==> src/rtl/dmem_arbiter.sv <==
// ---------------------------------------------------------------------------
// dmem_arbiter
//
// Shares the single-port data memory between the core load/store port (c_*)
// and a DMA/debug master (d_*). One beat is granted per cycle; the grant is
// combinational so an uncontended request completes in the same cycle.
// Read data is captured from the memory's combinational read port and is
// returned one cycle after the grant on the winner's rdata/rvalid outputs.
//
// Fairness: round-robin alternation when both request. A DMA beat issued
// with d_lock=1 enters a burst lock. During the lock, the DMA keeps the
// memory for at most MAX_BURST consecutive beats while the core waits, and
// then the core gets one beat.
//
// Ports
//   clk, reset                  clock, synchronous active-high reset
//   c_req/c_we/c_size/c_addr/c_wdata   core request fields
//   c_gnt, c_stall              core beat accepted / core waiting
//   c_rvalid, c_rdata           core read return (one cycle after grant)
//   d_req/d_we/d_size/d_addr/d_wdata   DMA request fields
//   d_lock                      DMA asks for a burst lock
//   d_gnt                       DMA beat accepted
//   d_rvalid, d_rdata           DMA read return (one cycle after grant)
//   m_we/m_size/m_addr/m_wdata  memory command, muxed from the winner
//   m_rdata                     memory combinational read data
// ---------------------------------------------------------------------------
module dmem_arbiter #(
    parameter int ADDR_W    = 32,
    parameter int DATA_W    = 32,
    parameter int MAX_BURST = 4
) (
    input  logic              clk,
    input  logic              reset,

    input  logic              c_req,
    input  logic              c_we,
    input  logic [2:0]        c_size,
    input  logic [ADDR_W-1:0] c_addr,
    input  logic [DATA_W-1:0] c_wdata,
    output logic              c_gnt,
    output logic              c_stall,
    output logic              c_rvalid,
    output logic [DATA_W-1:0] c_rdata,

    input  logic              d_req,
    input  logic              d_we,
    input  logic [2:0]        d_size,
    input  logic [ADDR_W-1:0] d_addr,
    input  logic [DATA_W-1:0] d_wdata,
    input  logic              d_lock,
    output logic              d_gnt,
    output logic              d_rvalid,
    output logic [DATA_W-1:0] d_rdata,

    output logic              m_we,
    output logic [2:0]        m_size,
    output logic [ADDR_W-1:0] m_addr,
    output logic [DATA_W-1:0] m_wdata,
    input  logic [DATA_W-1:0] m_rdata
);

    localparam int BW = $clog2(MAX_BURST + 1);
    localparam logic [BW-1:0] BMAX = BW'(MAX_BURST);

    localparam logic [0:0] ST_RR   = 1'b0;
    localparam logic [0:0] ST_LOCK = 1'b1;

    // Arbitration state
    logic [0:0]        state_q, state_d;
    logic              last_q,  last_d;    // 0 = core won last, 1 = DMA
    logic [BW-1:0]     bcnt_q,  bcnt_d;

    // Read-return state
    logic              c_rvalid_q, c_rvalid_d;
    logic              d_rvalid_q, d_rvalid_d;
    logic [DATA_W-1:0] c_rdata_q,  c_rdata_d;
    logic [DATA_W-1:0] d_rdata_q,  d_rdata_d;

    logic              c_gnt_w, d_gnt_w;

    // -----------------------------------------------------------------------
    // Grant. Forced low during reset so no beat (and no write) can issue.
    // -----------------------------------------------------------------------
    always_comb begin
        c_gnt_w = 1'b0;
        d_gnt_w = 1'b0;
        if (!reset) begin
            if (state_q == ST_LOCK && d_req) begin
                // Lock: DMA owns the port until it has used its burst budget;
                // then the core gets a beat if it is waiting, otherwise the
                // DMA simply continues.
                if (bcnt_q < BMAX) begin
                    d_gnt_w = 1'b1;
                end else if (c_req) begin
                    c_gnt_w = 1'b1;
                end else begin
                    d_gnt_w = 1'b1;
                end
            end else if (c_req && d_req) begin
                // Contended round-robin: whoever did not win last time.
                if (last_q) begin
                    c_gnt_w = 1'b1;
                end else begin
                    d_gnt_w = 1'b1;
                end
            end else begin
                c_gnt_w = c_req;
                d_gnt_w = d_req;
            end
        end
    end

    // -----------------------------------------------------------------------
    // Next-state: lock FSM, burst counter, last winner.
    // -----------------------------------------------------------------------
    always_comb begin
        state_d = state_q;
        last_d  = last_q;
        bcnt_d  = bcnt_q;

        if (c_gnt_w) begin
            last_d = 1'b0;
            bcnt_d = '0;
        end
        if (d_gnt_w) begin
            last_d = 1'b1;
        end

        case (state_q)
            ST_RR: begin
                // The beat that opens the lock already counts toward the
                // burst, so the core waits at most MAX_BURST DMA beats.
                if (d_gnt_w && d_lock) begin
                    state_d = ST_LOCK;
                    bcnt_d  = BW'(1);
                end
            end
            ST_LOCK: begin
                if (!d_req || (d_gnt_w && !d_lock)) begin
                    state_d = ST_RR;
                    bcnt_d  = '0;
                end else if (d_gnt_w) begin
                    bcnt_d = (bcnt_q == BMAX) ? BMAX : bcnt_q + BW'(1);
                end
            end
            default: begin
                state_d = ST_RR;
                bcnt_d  = '0;
            end
        endcase
    end

    // -----------------------------------------------------------------------
    // Read return: capture memory data on a granted read; rvalid pulses for
    // the following cycle only. rdata holds until the next read.
    // -----------------------------------------------------------------------
    always_comb begin
        c_rvalid_d = c_gnt_w & ~c_we;
        d_rvalid_d = d_gnt_w & ~d_we;
        c_rdata_d  = c_rvalid_d ? m_rdata : c_rdata_q;
        d_rdata_d  = d_rvalid_d ? m_rdata : d_rdata_q;
    end

    always_ff @(posedge clk) begin
        if (reset) begin
            state_q    <= ST_RR;
            last_q     <= 1'b1;     // core wins the first tie
            bcnt_q     <= '0;
            c_rvalid_q <= 1'b0;
            d_rvalid_q <= 1'b0;
            c_rdata_q  <= '0;
            d_rdata_q  <= '0;
        end else begin
            state_q    <= state_d;
            last_q     <= last_d;
            bcnt_q     <= bcnt_d;
            c_rvalid_q <= c_rvalid_d;
            d_rvalid_q <= d_rvalid_d;
            c_rdata_q  <= c_rdata_d;
            d_rdata_q  <= d_rdata_d;
        end
    end

    // -----------------------------------------------------------------------
    // Outputs. With no grant the memory sees the core fields but m_we is low.
    // -----------------------------------------------------------------------
    assign c_gnt    = c_gnt_w;
    assign d_gnt    = d_gnt_w;
    assign c_stall  = c_req & ~c_gnt_w;

    assign c_rvalid = c_rvalid_q;
    assign c_rdata  = c_rdata_q;
    assign d_rvalid = d_rvalid_q;
    assign d_rdata  = d_rdata_q;

    assign m_we    = (c_gnt_w & c_we) | (d_gnt_w & d_we);
    assign m_size  = d_gnt_w ? d_size  : c_size;
    assign m_addr  = d_gnt_w ? d_addr  : c_addr;
    assign m_wdata = d_gnt_w ? d_wdata : c_wdata;

endmodule

==> config.mk <==
export PLATFORM = sky130hd
export DESIGN_NAME = dmem_arbiter
export DESIGN_NICKNAME = d
export VERILOG_FILES = /design/src/rtl/dmem_arbiter.sv
export SDC_FILE = /design/constraint.sdc
export NUM_CORES = 1
export LEC_CHECK = 0
export ABC_AREA = 1
export BUFFER_PORTS_ARGS = -buffer_cell sky130_fd_sc_hd__buf_4
export CAP_MARGIN = 20
export CORE_AREA = 2 2 119 121
export CTS_CLUSTER_SIZE = 24
export DETAILED_ROUTE_END_ITERATION = 8
export DIE_AREA = 0 0 121 123
export GPL_TIMING_DRIVEN = 1
export PLACE_DENSITY_LB_ADDON = 0.25
export SKIP_CTS_REPAIR_TIMING = 1
export SYNTH_ARGS = -nofsm -noshare
export SYNTH_HDL_FRONTEND = slang
export SYNTH_SLANG_ARGS = --single-unit
==> constraint.sdc <==
create_clock -name clk -period 2.84 [get_ports clk]
set_input_delay 0.426 -clock clk [delete_from_list [all_inputs] [get_ports clk]]
set_output_delay 0.426 -clock clk [all_outputs]
set_load 0.01 [all_outputs]
==> impl_metrics.csv, run 1 <==
group,metric,value,unit
pwr,ir_drop,0.358,mV
route,drtAntennaViolNets,0,
clock_network,cts_tree,"yes",
final_layout,final_layout_size_suffix_gt1_share,41.5,%
final_layout,fillCellCount,1407,
sta,setup_slack,325,ps
global_route,track_usage,20.1,%
sta,drv_slew,0,
synth,yosys_most_used_dff,"dfxtp_1",
sta,min_period,2510,ps
worst_setup_path,crit_path_frequent_cell,"nand2_1",
pwr,pwr-share-seq,34.9,%
worst_setup_path,arrival,2090,ps
floorplan,start_util,26.4,%
final_layout,layout_commonest_cell,"nand2_1",
clock_network,clock_latency,330,ps
synth,ys_warn_count,0,
final_layout,diodes,0,
synth,synth_edf_count,0,
placed_design,dpl_cell_area,6010,sq um
worst_setup_path,slowest_stage,"dfxtp_1",
global_route,gr-total-overflow,0,
pwr,combPwrFrac,25.3,%
floorplan,fp-row-count,43,
clock_network,clk_pin_slew,60,ps
synth,netlist_area,3590,sq um
pwr,switchingPower,854,uW
global_route,gr-usage-met3,6.09,%
sta,period_share,88.6,%
clock_network,cts_sinks,71,
sta,final.setup.tns,0,ps
global_route,met2_usage,30.1,%
final_layout,design_area,6330,sq um
worst_setup_path,crit_path_max_fanout,29,
route,detail_route.wl_per_cell,15.4,um
hold_path,hp-class,"in -> reg",
floorplan,die_h,123,um
synth,synthesis.nets,733,
final_layout,layout_common_cells,"nand2_1 (344), buf_4 (313), dfxtp_1 (71), o21ai_1 (29), o21ai_0 (26)",
pwr,p_leak,0.00332,uW
pwr,sw_frac_of_total,27.7,%
run_status,status,"finished, final reports clean",
route,wl,16000,um
placed_design,place_hpwl,12300,um
route,vias,4491,
pwr,p_clk_share,39.7,%
synth,ys_seq_area_share,39.6,%
global_route,grt_first_pass_wirelength,22800,um
route,vias_per_cell,4.33,
route,drt-pass1-iter-count,7,
global_route,antenna_found_initial,0,
pwr,power.internal,2230,uW
sta,finalHoldViolCount,0,
placed_design,place.gp.congestion,0.842,
worst_setup_path,endpoint_kind,"output pin",
floorplan,core_area,13600,sq um
clock_network,clk_path_buf_depth,2,
final_layout,finish.utilization,46.5,%
global_route,grt_util_met1,28.0,%
synth,ys_async_sr_fraction,0,%
synth,netlist-cell-type-count,24,
route,drc,0,
placed_design,pre_cts_ws,503,ps
sta,hold_slack,298,ps
sta,fmax,0.398,GHz
placed_design,port_buffers,309,
floorplan,dieArea,14900,sq um
sta,setup_viol,0,
worst_setup_path,worst_path_largest_cell_delay,410,ps
clock_network,cts.htree.levels,3,
synth,postSynthAreaPerCell,6.44,sq um
synth,syn_inst,558,
global_route,grt_pass1_vias,3997,
worst_setup_path,worstSetupStartpointType,"flop",
clock_network,root_buffer,"clkbuf_16",
global_route,grt_start_max_net_pins,71,
synth,synth.largest_area_cell,"dfxtp_1",
sta,tightest_slew,748,ps
sta,slew-limit-headroom,50.2,%
floorplan,ioPinCount,310,
synth,synth.area.top_cells,"dfxtp_1 (40%), nand2_1 (36%), o21ai_1 (4.0%)",
final_layout,finalNetCount,1026,
synth,ys_ff_latch,71,
job,maxCapViolations,0,
worst_setup_path,cp.required,2410,ps
route,drt_iter0_drc,334,
synth,synth_top_area_share,39.6,%
floorplan,die_x,121,um
final_layout,syn_to_final_growth,76.3,%
sta,clock_skew,7.16,ps
global_route,grt_busiest_layer,"met2",
pwr,power_density,487,nW/um^2
worst_setup_path,critical_path.cell_chain,"nand2_1 -> inv_2 -> nand2_4 -> nand3_4 -> buf_4 -> nand2_1 -> nand2_1 -> buf_4",
worst_setup_path,crit_type,"reg -> out",
clock_network,cts_buffers,9,
sta,rsz0062_at_grt,"no",
==> worst paths after layout <==
| path | start | to | slack [ps] | cells past startpoint |
|---|---|---|---|---|
| hold reg to reg | d_rdata[8]$_SDFFE_PP0P_ | d_rdata[8]$_SDFFE_PP0P_ | 470 | 2 |
| setup / recovery | bcnt_q[2]$_SDFF_PP0_ | m_addr[13] | 330 | 8 |
| hold / removal | reset | bcnt_q[0]$_SDFF_PP0_ | 300 | 2 |
| setup reg to reg | bcnt_q[2]$_SDFF_PP0_ | d_rdata[9]$_SDFFE_PP0P_ | 840 | 9 |
==> synthesized netlist by cell type (2+ instances only) <==
library cell and instances:
clkbuf_1 7, inv_1 9, nand2_4 3, nand2_1 344, o21ai_2 12, ha_1 2, nor2_1 3, nand3_1 3
nand4_1 4, dfxtp_1 71, buf_2 15, inv_2 4, buf_4 2, buf_6 11, o21ai_0 26, a21oi_1 6
o21ai_1 29
==> worst max-delay path: cells and delay by family, from the launching register on <==
| family | cells | cell delay (ps) |
|---|---|---|
| buf+inv | 3 | 550 |
| simple gates | 5 | 780 |
| flops | 1 | 410 |
==> cell type report <==
class	count	area (sq um)	area share, %
multi-input combinational	439	1890	29.8
clock buffer	10	229	3.62
timing repair buffer	317	2430	38.4
tap	180	225	3.56
inverter	13	48.8	0.771
clock inverter	6	92.6	1.46
sequential	71	1420	22.4
==> layer usage <==
layer / vias up / wire (um)
met5: - / 0
met4: 0 / 191
met3: 14 / 1510
met2: 195 / 7160
met1: 1964 / 7090
li1: 2318 / -
==> logic make-up (layout without fill, tap and decap cells) <==
family | Yosys count | in the layout | synth area share, %
and+or+nand+nor | 361 | 361 | 39.6
AOI/OAI and AO/OA | 75 | 75 | 11.8
DFF | 71 | 71 | 39.6
buffers and inverters | 48 | 346 | 8.05
adders and majority gates | 2 | 2 | 0.697
xor gates and xnor gates | 1 | 1 | 0.244
==> registers in the layout (all words and copies together) (netlist names) <==
register,flops
c_rdata,32
d_rvalid,1
state_q,1
bcnt_q,3
last_q,1
d_rdata,32
c_rvalid,1
==> metrics by stage <==
stage / std cells / power (uW)
after CTS: 1036 / 3120
final: 1036 / 3080
after floorplan: 558 / 1400
after global routing: 1036 / 3240
after global placement: 1020 / 1880
after detailed placement: 1020 / 1880
==> power groups by stage <==
stage	registers, uW	clock network, uW	logic (uW)
2_1_floorplan	1120	0	275
3_3_place_gp	1100	0	784
3_5_place_dp	1100	0	783
4_1_cts	1080	1250	787
5_1_grt	1080	1310	847
6_report	1080	1220	781
Power figures use the tool's default switching activity.
==> run 2: changes to the inputs <==
Settings changed: CELL_PAD_IN_SITES_DETAIL_PLACEMENT set to 1, CELL_PAD_IN_SITES_GLOBAL_PLACEMENT set to 2, CORE_AREA 2 2 119 121 to unset, CORE_ASPECT_RATIO set to 2, CORE_MARGIN set to 2, CORE_UTILIZATION set to 18, DIE_AREA 0 0 121 123 to unset.
==> run 2 against run 1 <==
Core utilization fell by 14 points. First-iteration DRC count fell by 55%. Sequential power barely moved. Total power fell by 2.7%. Fmax rose by 6.4%. Critical path type unchanged. Register-to-register slack got worse by 30 ps. Critical endpoint is now m_addr[19]. Worst setup slack improved by 150 ps. Die area rose by 42%. Non-clock buffer count fell by 1. Cell count rose by 7.9%. Global-route usage fell by 4.1 points. Worst hold slack improved by 7.1 ps. Highest routed layer unchanged.
==> impl_metrics.csv, run 2 (synthesized netlist as in run 1, its figures left out) <==
group,metric,value,unit
run_status,status,"finished, final reports clean",
sta,period_share,83.2,%
placed_design,port_buffers,309,
worst_setup_path,crit_path_max_fanout,40,
clock_network,cts_buffers,9,
global_route,grt_first_pass_wirelength,27000,um
sta,clock_skew,12.4,ps
route,vias,4732,
pwr,p_leak,0.00331,uW
floorplan,core_area,19700,sq um
floorplan,die_x,104,um
global_route,gr-total-overflow,0,
worst_setup_path,endpoint_kind,"output pin",
worst_setup_path,worst_path_largest_cell_delay,440,ps
pwr,ir_drop,0.312,mV
route,drtAntennaViolNets,0,
floorplan,dieArea,21200,sq um
sta,min_period,2360,ps
route,drt_iter0_drc,151,
final_layout,design_area,6380,sq um
clock_network,clk_pin_slew,60,ps
sta,finalHoldViolCount,0,
worst_setup_path,slowest_stage,"dfxtp_1",
sta,final.setup.tns,0,ps
floorplan,fp-row-count,73,
clock_network,root_buffer,"clkbuf_16",
placed_design,dpl_cell_area,6070,sq um
worst_setup_path,critical_path.cell_chain,"nand2_1 -> inv_2 -> nand2_4 -> nand3_4 -> buf_4 -> nand2_1 -> nand2_1 -> buf_4",
floorplan,die_h,204,um
global_route,grt_pass1_vias,5024,
pwr,power_density,470,nW/um^2
route,detail_route.wl_per_cell,15.6,um
sta,rsz0062_at_grt,"no",
global_route,grt_start_max_net_pins,71,
route,drc,0,
route,drt-pass1-iter-count,4,
clock_network,clock_latency,330,ps
worst_setup_path,crit_path_frequent_cell,"nand2_1",
clock_network,clk_path_buf_depth,2,
final_layout,final_layout_size_suffix_gt1_share,41.5,%
floorplan,start_util,18.2,%
clock_network,cts_sinks,71,
clock_network,cts_tree,"yes",
worst_setup_path,cp.required,2410,ps
final_layout,fillCellCount,2595,
placed_design,place_hpwl,13600,um
sta,setup_viol,0,
final_layout,multi_input_area,1890,sq um
global_route,track_usage,16.0,%
worst_setup_path,arrival,1940,ps
route,vias_per_cell,4.23,
job,maxCapViolations,0,
sta,drv_slew,0,
clock_network,cts.htree.levels,3,
final_layout,register_area,1420,sq um
sta,tightest_slew,789,ps
final_layout,syn_to_final_growth,77.7,%
final_layout,finalNetCount,1025,
route,wl,17500,um
sta,fmax,0.423,GHz
hold_path,hp-class,"in -> reg",
global_route,antenna_found_initial,1,
final_layout,layout_commonest_cell,"nand2_1",
placed_design,place.gp.congestion,0.881,
sta,slew-limit-headroom,47.4,%
floorplan,ioPinCount,310,
worst_setup_path,crit_type,"reg -> out",
worst_setup_path,worstSetupStartpointType,"flop",
final_layout,layout_common_cells,"nand2_1 (344), buf_4 (315), dfxtp_1 (71), o21ai_1 (29), o21ai_0 (26)",
-- run 2: worst max-delay path, delay by kind of cell (launching register included) --
kind                   cells  cell delay (ps)
buffers and inverters      3              580
DFF                        1              440
and+or+nand+nor            5              560
-- run 2: power by group --
group          leakage, uW  switching (uW)  internal, uW
clock network     0.000152             432           726
logic              0.00258             363           398
registers         0.000580            30.9          1050
-- run 2: metal layers --
metal | track usage [%] | wire [um] | up-vias
met5 | 0 | 0 | -
met4 | 6.66 | 458 | 0
met3 | 3.84 | 1190 | 21
met2 | 31.3 | 9600 | 216
met1 | 15.9 | 6220 | 2183
li1 | - | - | 2312
-- run 2: cell type report --
cell class | instances | area share, %
repair buffers | 316 | 37.4
multi-input cells | 439 | 29.6
flip-flops and latches | 71 | 22.3
well taps | 262 | 5.14
clock buffers | 11 | 3.96
clock inverters | 5 | 0.883
inverters | 13 | 0.765
diodes | 1 | 0.0392
-- run 2: path summary, 6_finish.rpt --
path	cells after the start	end	startpoint	slack, ps
worst max-delay path	8	m_addr[19]	bcnt_q[2]$_SDFF_PP0_	480
worst max register to register	8	d_rdata[27]$_SDFFE_PP0P_	state_q$_SDFF_PP0_	810
worst min-delay path	3	c_rdata[22]$_SDFFE_PP0P_	m_rdata[22]	300
worst min register to register	2	d_rdata[6]$_SDFFE_PP0P_	d_rdata[6]$_SDFFE_PP0P_	470
-- run 2: stage by stage --
step	hold WS [ps]	worst slack (ps)	utilization, %	std cells	power, uW
2_1_floorplan	446	1120	-	558	1400
6_report	305	477	32.3	1118	3000
5_1_grt	302	344	32.3	1118	3170
3_3_place_gp	461	677	30.8	1101	1860
4_1_cts	291	462	32.3	1117	3070
3_5_place_dp	465	595	30.8	1101	1880
==> run 3: changes to the inputs <==
Settings changed: CORE_UTILIZATION 18 to 17.
Clock period 2.84 ns to 2.39 ns, I/O delays scaled along.
==> run 3 against run 2 <==
Clock power increased by 16%. Cell count increased by 0.54%. Critical path depth unchanged. Critical path type unchanged. Critical endpoint is now m_wdata[8]. Largest power group unchanged.
==> impl_metrics.csv, run 3 (synthesized netlist as in run 1, its figures left out) <==
group,metric,value,unit
run_status,status,"finished, final reports clean",
global_route,grt_pass1_vias,4520,
global_route,grt_first_pass_wirelength,25200,um
sta,min_period,2120,ps
pwr,p_clk_share,38.2,%
pwr,switchingPower,962,uW
final_layout,finalNetCount,1026,
pwr,pwr-share-seq,36.2,%
worst_setup_path,slowest_stage,"dfxtp_1",
floorplan,core_area,20800,sq um
global_route,track_usage,14.5,%
final_layout,final_layout_size_suffix_gt1_share,41.5,%
route,vias,4584,
worst_setup_path,worst_path_largest_cell_delay,340,ps
final_layout,layout_common_cells,"nand2_1 (344), buf_4 (312), dfxtp_1 (70), o21ai_1 (29), o21ai_0 (26)",
route,drt_iter0_drc,172,
worst_setup_path,crit_type,"reg -> out",
worst_setup_path,r2r-end,"d_rdata[5]$_SDFFE_PP0P_",
placed_design,place.gp.congestion,0.767,
pwr,power.internal,2590,uW
sta,fmax,0.472,GHz
route,drt-pass1-iter-count,6,
final_layout,diodes,0,
job,maxCapViolations,0,
worst_setup_path,arrival,1760,ps
worst_setup_path,crit_path_frequent_cell,"nand2_1",
pwr,p_leak,0.00332,uW
worst_setup_path,cp_top_family,"simple AND/OR/NAND/NOR gates",
placed_design,place_hpwl,13300,um
clock_network,root_buffer,"clkbuf_16",
final_layout,syn_to_final_growth,79.2,%
global_route,gr-total-overflow,0,
clock_network,cts.htree.levels,3,
placed_design,pre_cts_ws,416,ps
floorplan,fp-row-count,75,
worst_setup_path,endpoint_kind,"output pin",
clock_network,cts_buffers,9,
route,drc,0,
floorplan,die_h,210,um
clock_network,clk_pin_slew,60,ps
sta,clock_skew,6.83,ps
clock_network,clock_latency,330,ps
worst_setup_path,rrSetupSlack,770,ps
pwr,sw_frac_of_total,27.1,%
route,wl,17100,um
sta,drv_slew,0,
pwr,power,3550,uW
final_layout,layout_commonest_cell,"nand2_1",
global_route,antenna_found_initial,0,
route,detail_route.wl_per_cell,15.2,um
pwr,ir_drop,0.375,mV
sta,rsz0062_at_grt,"no",
hold_path,hp-class,"in -> reg",
sta,setup_slack,271,ps
sta,setup_viol,0,
sta,slew-limit-headroom,66.5,%
worst_setup_path,crit_buf_inv,3,
floorplan,ioPinCount,310,
worst_setup_path,cp.required,2030,ps
pwr,combPwrFrac,25.7,%
floorplan,dieArea,22400,sq um
floorplan,start_util,17.2,%
pwr,power_density,552,nW/um^2
hold_path,hold_depth,2,
clock_network,clk_path_buf_depth,2,
placed_design,port_buffers,309,
sta,final.setup.tns,0,ps
worst_setup_path,critical_path.cell_chain,"nand2_1 -> nand3_2 -> nand3_4 -> inv_2 -> buf_12 -> nand2_1 -> nand2_1 -> buf_4",
final_layout,fillCellCount,2638,
final_layout,fin_cells,1124,
worst_setup_path,ff2ff_path_depth,8,
worst_setup_path,regToRegStartpoint,"state_q$_SDFF_PP0_",
clock_network,cts_tree,"yes",
global_route,grt_start_max_net_pins,66,
placed_design,dp_cells,1109,
hold_path,holdPathEnd,"bcnt_q[2]$_SDFF_PP0_",
worst_setup_path,crit_start,"state_q$_SDFF_PP0_",
floorplan,die_x,107,um
route,drtAntennaViolNets,0,
sta,tightest_slew,502,ps
sta,period_share,88.6,%
worst_setup_path,worstSetupStartpointType,"flop",
clock_network,cts_sinks,71,
hold_path,min-delay-start,"reset",
route,vias_per_cell,4.08,
sta,finalHoldViolCount,0,
worst_setup_path,crit_path_max_fanout,30,
[run 3: changes by cell type in the layout (fill, tap and decap cells not counted), sizes merged]
cell / delta
buf: +1
diode: -1
clkinv: -2
clkbuf: +1
[run 3: how the worst max path moves through the flow]
stage,to,slack (ps),cells after the start
4_1_cts,m_we,120,8
3_5_place_dp,m_wdata[8],420,10
2_1_floorplan,m_wdata[20],800,7
3_3_place_gp,m_wdata[1],440,8
5_1_grt,m_we,100,8
6_report,m_wdata[8],270,8
[run 3: power groups by stage]
| stage | Combinational (uW) | Sequential, uW | Clock (uW) |
|---|---|---|---|
| 2_1_floorplan | 327 | 1330 | 0 |
| 3_3_place_gp | 928 | 1310 | 0 |
| 3_5_place_dp | 929 | 1310 | 0 |
| 4_1_cts | 932 | 1280 | 1420 |
| 5_1_grt | 997 | 1290 | 1460 |
| 6_report | 912 | 1280 | 1350 |
[run 3: final cells by class]
class	instances	area, sq um	share of cell area [%]
clock buffer	12	256	3.99
clock inverter	3	42.5	0.661
inverter	13	48.8	0.758
multi-input combinational	439	1890	29.3
sequential	71	1420	22.1
tap	269	337	5.23
timing repair buffer	317	2440	38.0
[run 3: layer usage]
layer	share of wire (%)	track usage, %	vias to the layer above
met4	1.1	4.03	0
met5	0	0	-
met2	56	29.6	195
li1	-	-	2321
met1	34	13.8	2062
met3	8.8	3.66	6
[run 3: metrics by stage]
step / hold WS, ps / cell area [sq um] / utilization (%)
global placement: 460 / 6130 / 29.4
detailed placement: 463 / 6130 / 29.4
floorplan: 428 / 3590 / -
finish: 241 / 6430 / 30.9
global route: 235 / 6430 / 30.9
CTS: 228 / 6430 / 30.9
[run 3: worst register-to-register path: cells and delay by family, from the launching register on]
family / cells / cell delay [ps]
flops: 1 / 340
compound gates: 1 / 90
buf+inv: 2 / 460
simple gates: 5 / 650
